===== config.mk =====
export PLATFORM = sky130hd
export DESIGN_NAME = bus_master_dma
export DESIGN_NICKNAME = d
export VERILOG_FILES = /design/src/rtl/bus_master_dma.sv
export SDC_FILE = /design/constraint.sdc
export NUM_CORES = 1
export LEC_CHECK = 0
export CAP_MARGIN = 20
export CORE_MARGIN = 2
export CORE_UTILIZATION = 35
export CTS_CLUSTER_SIZE = 28
export DETAILED_ROUTE_END_ITERATION = 8
export GPL_TIMING_DRIVEN = 0
export HOLD_SLACK_MARGIN = 0.02
export RECOVER_POWER = 100
export SETUP_SLACK_MARGIN = 0.2
export SYNTH_ARGS = -nofsm -noshare
export SYNTH_HDL_FRONTEND = slang
export SYNTH_SLANG_ARGS = --single-unit

===== constraint.sdc =====
create_clock -name clk -period 8.5 [get_ports clk]
set_input_delay 1.7 -clock clk [delete_from_list [all_inputs] [get_ports clk]]
set_output_delay 1.7 -clock clk [all_outputs]
set_load 0.01 [all_outputs]

===== src/rtl/bus_master_dma.sv =====
// Single-channel bus-master DMA: copies size words from src_addr to dst_addr.
// Latency: 3 cycles per word (read, capture, write) plus one request cycle and one done cycle.
// Backpressure: stalls in REQ until M_grant; a lost grant returns to REQ and retries the current word.
//
// Ports:
//   clk, reset             - system clock, synchronous active-high reset
//   start                  - one-cycle pulse, accepted only when idle
//   src_addr/dst_addr/size - copy parameters, latched on an accepted start
//   M_grant, M_din         - arbiter grant and slave read data (valid the cycle after a read address)
//   M_req, M_wr, M_addr, M_dout - bus request, write strobe, address and write data
//   busy, done             - transfer in progress, one-cycle completion pulse
module bus_master_dma (
    input  logic        clk,
    input  logic        reset,
    input  logic        start,
    input  logic [7:0]  src_addr,
    input  logic [7:0]  dst_addr,
    input  logic [4:0]  size,
    input  logic        M_grant,
    input  logic [31:0] M_din,
    output logic        M_req,
    output logic        M_wr,
    output logic [7:0]  M_addr,
    output logic [31:0] M_dout,
    output logic        busy,
    output logic        done
);

    typedef enum logic [2:0] {
        IDLE   = 3'd0,
        REQ    = 3'd1,
        RD     = 3'd2,
        RD_CAP = 3'd3,
        WR     = 3'd4,
        DONE   = 3'd5
    } state_t;

    state_t      r_state, w_state_nxt;
    logic [7:0]  r_src, w_src_nxt;
    logic [7:0]  r_dst, w_dst_nxt;
    logic [4:0]  r_size, w_size_nxt;
    logic [4:0]  r_cnt, w_cnt_nxt;
    logic [31:0] r_data, w_data_nxt;

    logic [7:0]  w_rd_addr;
    logic [7:0]  w_wr_addr;
    logic        w_last;

    // 8-bit adds wrap naturally at 8'hFF.
    assign w_rd_addr = r_src + {3'b000, r_cnt};
    assign w_wr_addr = r_dst + {3'b000, r_cnt};
    // size is never 0 outside IDLE/DONE, so size-1 does not underflow here.
    assign w_last    = (r_cnt == (r_size - 5'd1));

    always_comb begin
        w_state_nxt = r_state;
        w_src_nxt   = r_src;
        w_dst_nxt   = r_dst;
        w_size_nxt  = r_size;
        w_cnt_nxt   = r_cnt;
        w_data_nxt  = r_data;
        M_req       = 1'b0;
        M_wr        = 1'b0;
        M_addr      = 8'h00;
        M_dout      = 32'h0;
        busy        = 1'b1;
        done        = 1'b0;

        case (r_state)
            IDLE: begin
                busy = 1'b0;
                if (start) begin
                    w_src_nxt   = src_addr;
                    w_dst_nxt   = dst_addr;
                    w_size_nxt  = size;
                    w_cnt_nxt   = 5'd0;
                    // Zero-length copy never touches the bus.
                    w_state_nxt = (size == 5'd0) ? DONE : REQ;
                end
            end
            REQ: begin
                M_req = 1'b1;
                if (M_grant) w_state_nxt = RD;
            end
            RD: begin
                M_req       = 1'b1;
                M_addr      = w_rd_addr;
                w_state_nxt = M_grant ? RD_CAP : REQ;
            end
            RD_CAP: begin
                M_req = 1'b1;
                if (M_grant) begin
                    w_data_nxt  = M_din;
                    w_state_nxt = WR;
                end else begin
                    w_state_nxt = REQ;
                end
            end
            WR: begin
                M_req  = 1'b1;
                M_addr = w_wr_addr;
                M_dout = r_data;
                if (M_grant) begin
                    M_wr = 1'b1;
                    if (w_last) begin
                        w_state_nxt = DONE;
                    end else begin
                        w_cnt_nxt   = r_cnt + 5'd1;
                        w_state_nxt = RD;
                    end
                end else begin
                    // Strobe withheld; the same word is re-read after re-arbitration.
                    w_state_nxt = REQ;
                end
            end
            DONE: begin
                done        = 1'b1;
                w_state_nxt = IDLE;
            end
            default: begin
                busy        = 1'b0;
                w_state_nxt = IDLE;
            end
        endcase
    end

    always_ff @(posedge clk) begin
        if (reset) begin
            r_state <= IDLE;
            r_src   <= 8'h00;
            r_dst   <= 8'h00;
            r_size  <= 5'd0;
            r_cnt   <= 5'd0;
            r_data  <= 32'h0;
        end else begin
            r_state <= w_state_nxt;
            r_src   <= w_src_nxt;
            r_dst   <= w_dst_nxt;
            r_size  <= w_size_nxt;
            r_cnt   <= w_cnt_nxt;
            r_data  <= w_data_nxt;
        end
    end

endmodule


* Word level (Yosys, flattened, before mapping)
Cells that the tools add are included.
** Storage, ports and cells
- Bits in registers :: 61
- Input bits :: 57
- Logic and storage cells :: 48
** Operators by class
- Add/sub/neg operators :: 4
- Eq/ne operators :: 10
- Muxes and demuxes :: 19
- Reduce and logical (&&, ||, !) cells :: 9
** Operators with widths (number)
- $mux 32 :: 1
- $mux 3 :: 6
- $add 8x5->8 :: 2
- $pmux 8 s2 :: 1
- $mux 5 :: 3
- $pmux 3 s5 :: 1
- $pmux 5 s2 :: 1
- $ne 2x2->1 const B :: 4
- $eq 3x2->1 const B :: 2
- $eq 3x3->1 const B :: 2
- $reduce_and 2->1 :: 3
- $add 5x1->5 const B :: 1
- $eq 5x5->1 :: 1
- $logic_not 5->1 :: 1
- $mux 1 :: 5
- $reduce_or 5->1 :: 1
- $sub 5x1->5 const B :: 1
- $reduce_and 4->1 :: 1
- $reduce_or 4->1 :: 1
- $eq 3x1->1 const B :: 1
- $logic_not 3->1 :: 1
- $mux 2 :: 1
- $reduce_bool 2->1 :: 1

* Longest topological paths before layout
- Depth in word-level cells :: 5
- Depth in mapped cells :: 13

* Worst setup path before layout
No wires, ideal clock.
- Kind :: reg-to-output
- Start :: reg r_state[2]
- End :: out M_addr[6]
- Arrival :: 2.747 ns
- Required time :: 6.800 ns
- Slack :: 4.053 ns
- Stages on the path, launching flop included :: 14
- Path buffers :: 2
- Cells stage by stage :: dfxtp_1 buf_2 nor3b_2 buf_2 mux2_2 ha_1 inv_1 fa_1 nor2b_1 o21ai_0 a21boi_0 o21bai_1 xnor2_1 nor2_1
** On the way
- Longest elaborated chain between the ends :: 2
- Elaborated cells between the ends (all ways) :: 3
** Ends and longest elaborated chain
- from (decl) :: line 38 : state_t r_state, w_state_nxt;
- from (signal assigned) :: line 136 : r_state <= w_state_nxt;
- $eq 3x3->1 / $eq 3x2->1 (equally long branches) :: line 69 : case (r_state)
- $pmux 8 s2 * :: line 69
- to (decl) :: line 23 : output logic [7:0] M_addr,
Mark *: on every way between the ends. The rest lies on a longest branch, timed or not.

* Worst setup path in the final report
Ends and elaborated chain as after synthesis.

==> results by group <==
Critical path
  – Max stage delay cell, worst path: nor3b_1
  – Endpoint class of the critical path: output pin
  – CP top delay family: buffers and inverters
  – CP endpoint: M_addr[6]
  – Worst stage delay on the critical path: 1060 ps
  – Reg2reg end: r_cnt[1]
  – Critical Path Source Type: register
  – FF-to-FF Start: r_state[2]
  – Crit path buffers/inverters: 4
  – WP data arrival: 4890 ps
  – Worst reg2reg path depth: 5
  – Critical path depth in cells: 14
  – Crit path launch: r_state[2]
  – Critical Path Fanout Max: 10
  – Worst Path Required: 6800 ps
  – Reg2Reg Setup Slack: 5980 ps
  – Crit path cell chain: buf_2 > nor3b_1 > clkbuf_1 > mux2_2 > ha_1 > inv_1 > fa_1 > nor2b_1 > o21ai_0 > a21boi_0 > o21bai_1 > xnor2_1 > nor2_1 > dlygate4sd3_1
  – Critical path class: reg -> out

Final layout
  – P&R area growth vs syn: 44.53%
  – Commonest non-fill, non-tap cell in the layout: nand2_1
  – Fin nets: 570
  – Final core utilization: 52.42%
  – Most frequent cells in the layout: nand2_1, clkdlybuf4s50_1, dfxtp_1
  – Antenna cells: 0
  – Layout cells sized above 1: 5.882%
  – Fin cells: 615

CTS
  – TritonCTS clock tree: done
  – CTS root buf: clkbuf_8
  – PostCTS Resize Cnt: 0
  – Clk slew on worst S/H paths: 70 ps
  – CTS H-tree lvls: 3
  – Hold buffer count at cts: 0
  – CTS max path bufs: 2
  – Worst-Skew Late Latency: 340 ps
  – Postcts setup bufs: 0
  – CTS Buf Count: 9
  – Clock sinks: 61

Synthesis
  – Synth area leader: dfxtp_1
  – Synth Area in Adders: 3.592%
  – Register area share after synthesis: 40.77%
  – Synth Area in Compound Gates: 13.74%
  – Syn Inst Count: 394
  – Synth warnings: 0
  – Avg Inst Size Synth: 7.602 um2
  – XOR/XNOR share of the synthesized area: 4.094%
  – Synth top area share: 40.77%
  – Synth unique cells: 39
  – Synth Area in Simple Gates: 28.99%
  – Mux cell area share after synthesis: 4.219%
  – Syn nets: 459
  – #FFs+latches synth: 61
  – Main combinational cell family by area after synthesis: simple AND/OR/NAND/NOR gates
  – Synth top area cells: dfxtp_1, nand2_1, a21oi_1
  – Mapped Area: 2995 um2

Global routing
  – Pin count of the biggest net entering global routing: 12
  – Met3 global-route usage: 4.344%
  – Total gr overflow: 0
  – Grt met1 use: 24.26%
  – Met2 track demand over resource: 29.75%
  – Global Route Usage Sum: 18.63%
  – First-pass GRT wire length: 13,150 um
  – Number of global-route vias before repair: 2,772
  – GR peak layer: met2
  – Initial antenna violation count: 0

Outcome
  – Status: finished clean

STA
  – Max-slew violations: 0
  – Max Clock Skew: 4.290 ps
  – Max Clk Rate: 151.7 MHz
  – RSZ-0062 raised after global routing: no
  – Worst slew pin tran: 1305 ps
  – Final Critical Period: 6593 ps
  – Final hold violations: 0
  – Total negative slack: 0 ps
  – Final Cycle Share: 77.57%
  – Slew headroom: 12.83%
  – Setup violators final: 0

Power and ir drop
  – Power Density: 151.0 nW/um2
  – Leak: 1.672 nW
  – Peak supply drop: 86.26 uV

Routing
  – Antenna-violating nets left: 0
  – Vias: 2,874
  – Initial DRC count: 60
  – Final wirelength: 8231 um
  – DRC viols: 0
  – WL/cell: 13.38 um
  – Via density: 4.673
  – 1st-pass router iterations: 4

Floorplanning
  – Die H: 96.51 um
  – I/O pin count: 101
  – Die width: 96.51 um
  – DIE AREA: 9314 um2
  – Row cnt: 33
  – Initial core utilization: 36.27%
  – Core Region: 8258 um2

Place
  – DP HPWL: 6146 um
  – # port buffers: 100
  – Placed Cells: 599
  – RePlAce Congestion: 0.8266

Run
  – Maxcap violations: 0

Min path
  – Hold crit path type: reg -> reg
==> worst reg2reg max path, stage by stage, from the launching register on <==
cell and delay, ps:
dfxtp_1 340, buf_2 210, nor3b_1 1060, clkbuf_1 570, a31oi_1 160, nor2_1 120
==> synth_stat cells <==
cell and count:
a21o_4 1, mux2i_1 7, ha_1 7, a211oi_1 2, o22ai_1 1, and3_1 1
xor2_1 6, a21o_1 1, a21oi_1 59, or2_2 1, or4_4 1, nand4_1 2
o21ai_0 3, nand2b_1 4, clkbuf_1 21, nor3_1 6, nor4_1 1, o21bai_1 1
buf_2 4, xnor2_1 8, mux2_2 5, o221a_2 1, a31o_2 1, a21boi_0 1
and2_1 33, nor2b_1 2, o22a_1 1, a31oi_1 1, nor3b_2 2, nand2_1 121
o21a_1 1, or3_1 2, dfxtp_1 61, clkbuf_2 1, fa_1 1, inv_1 9
nor2_1 12, nor3_2 1, nand3_1 1
==> cell type report <==
| type | count | area [um2] |
|---|---|---|
| buffer | 26 | 100.1 |
| clock buffer | 11 | 151.4 |
| clock inverter | 5 | 58.81 |
| fill | 839 | 3929 |
| inverter | 9 | 33.78 |
| multi-input combinational | 298 | 1632 |
| sequential | 61 | 1221 |
| tap | 105 | 131.4 |
| timing repair buffer | 100 | 1001 |
==> kinds of logic after synthesis <==
group | after synthesis
adder cells (fa/ha/maj) | 8
AND/OR/NAND/NOR | 190
multiplexers | 12
XOR/XNOR | 14
AO/OA/AOI/OAI | 74
buffers and inverters | 35
flip-flops | 61
==> stage by stage <==
step,instance area (um2),power (mW),setup slack [ps],hold slack [ps]
2_1_floorplan,2995,0.3487,4053,431.7
3_3_place_gp,4128,0.3907,3070,437.1
3_5_place_dp,4128,0.3920,2986,443.6
4_1_cts,4338,0.6638,2609,452.6
5_1_grt,4329,0.6845,1443,470.0
6_report,4329,0.6536,1907,450.3
==> worst min-delay path by stage <==
stage / from / end / slack [ps] / depth (start not counted)
after floorplan: r_data[0] / r_data[0] / 430 / 2
after global routing: r_dst[7] / r_dst[7] / 470 / 2
after CTS: r_data[3] / r_data[3] / 450 / 2
after global placement: r_data[0] / r_data[0] / 440 / 2
final: r_data[5] / r_data[5] / 450 / 2
after detailed placement: r_data[3] / r_data[3] / 440 / 2
==> layer usage <==
| metal | share of wire, % | vias up |
|---|---|---|
| met5 | 0 | - |
| li1 | - | 1505 |
| met2 | 47 | 57 |
| met1 | 47 | 1297 |
| met3 | 3.6 | 15 |
| met4 | 2.3 | 0 |
==> sequential cells by signal, indices dropped and copies added, names as in the netlist <==
| signal | count |
|---|---|
| r_dst | 8 |
| r_data | 32 |
| r_state | 3 |
| r_cnt | 5 |
| r_size | 5 |
| r_src | 8 |
==> report_power, final <==
| part | total [mW] | switching (mW) | internal, mW |
|---|---|---|---|
| clock | 0.270 | 0.119 | 0.151 |
| sequential | 0.300 | 0.00532 | 0.294 |
| combinational | 0.0841 | 0.0393 | 0.0448 |
| total | 0.654 | 0.163 | 0.490 |
(Power assumes the default switching activity.)
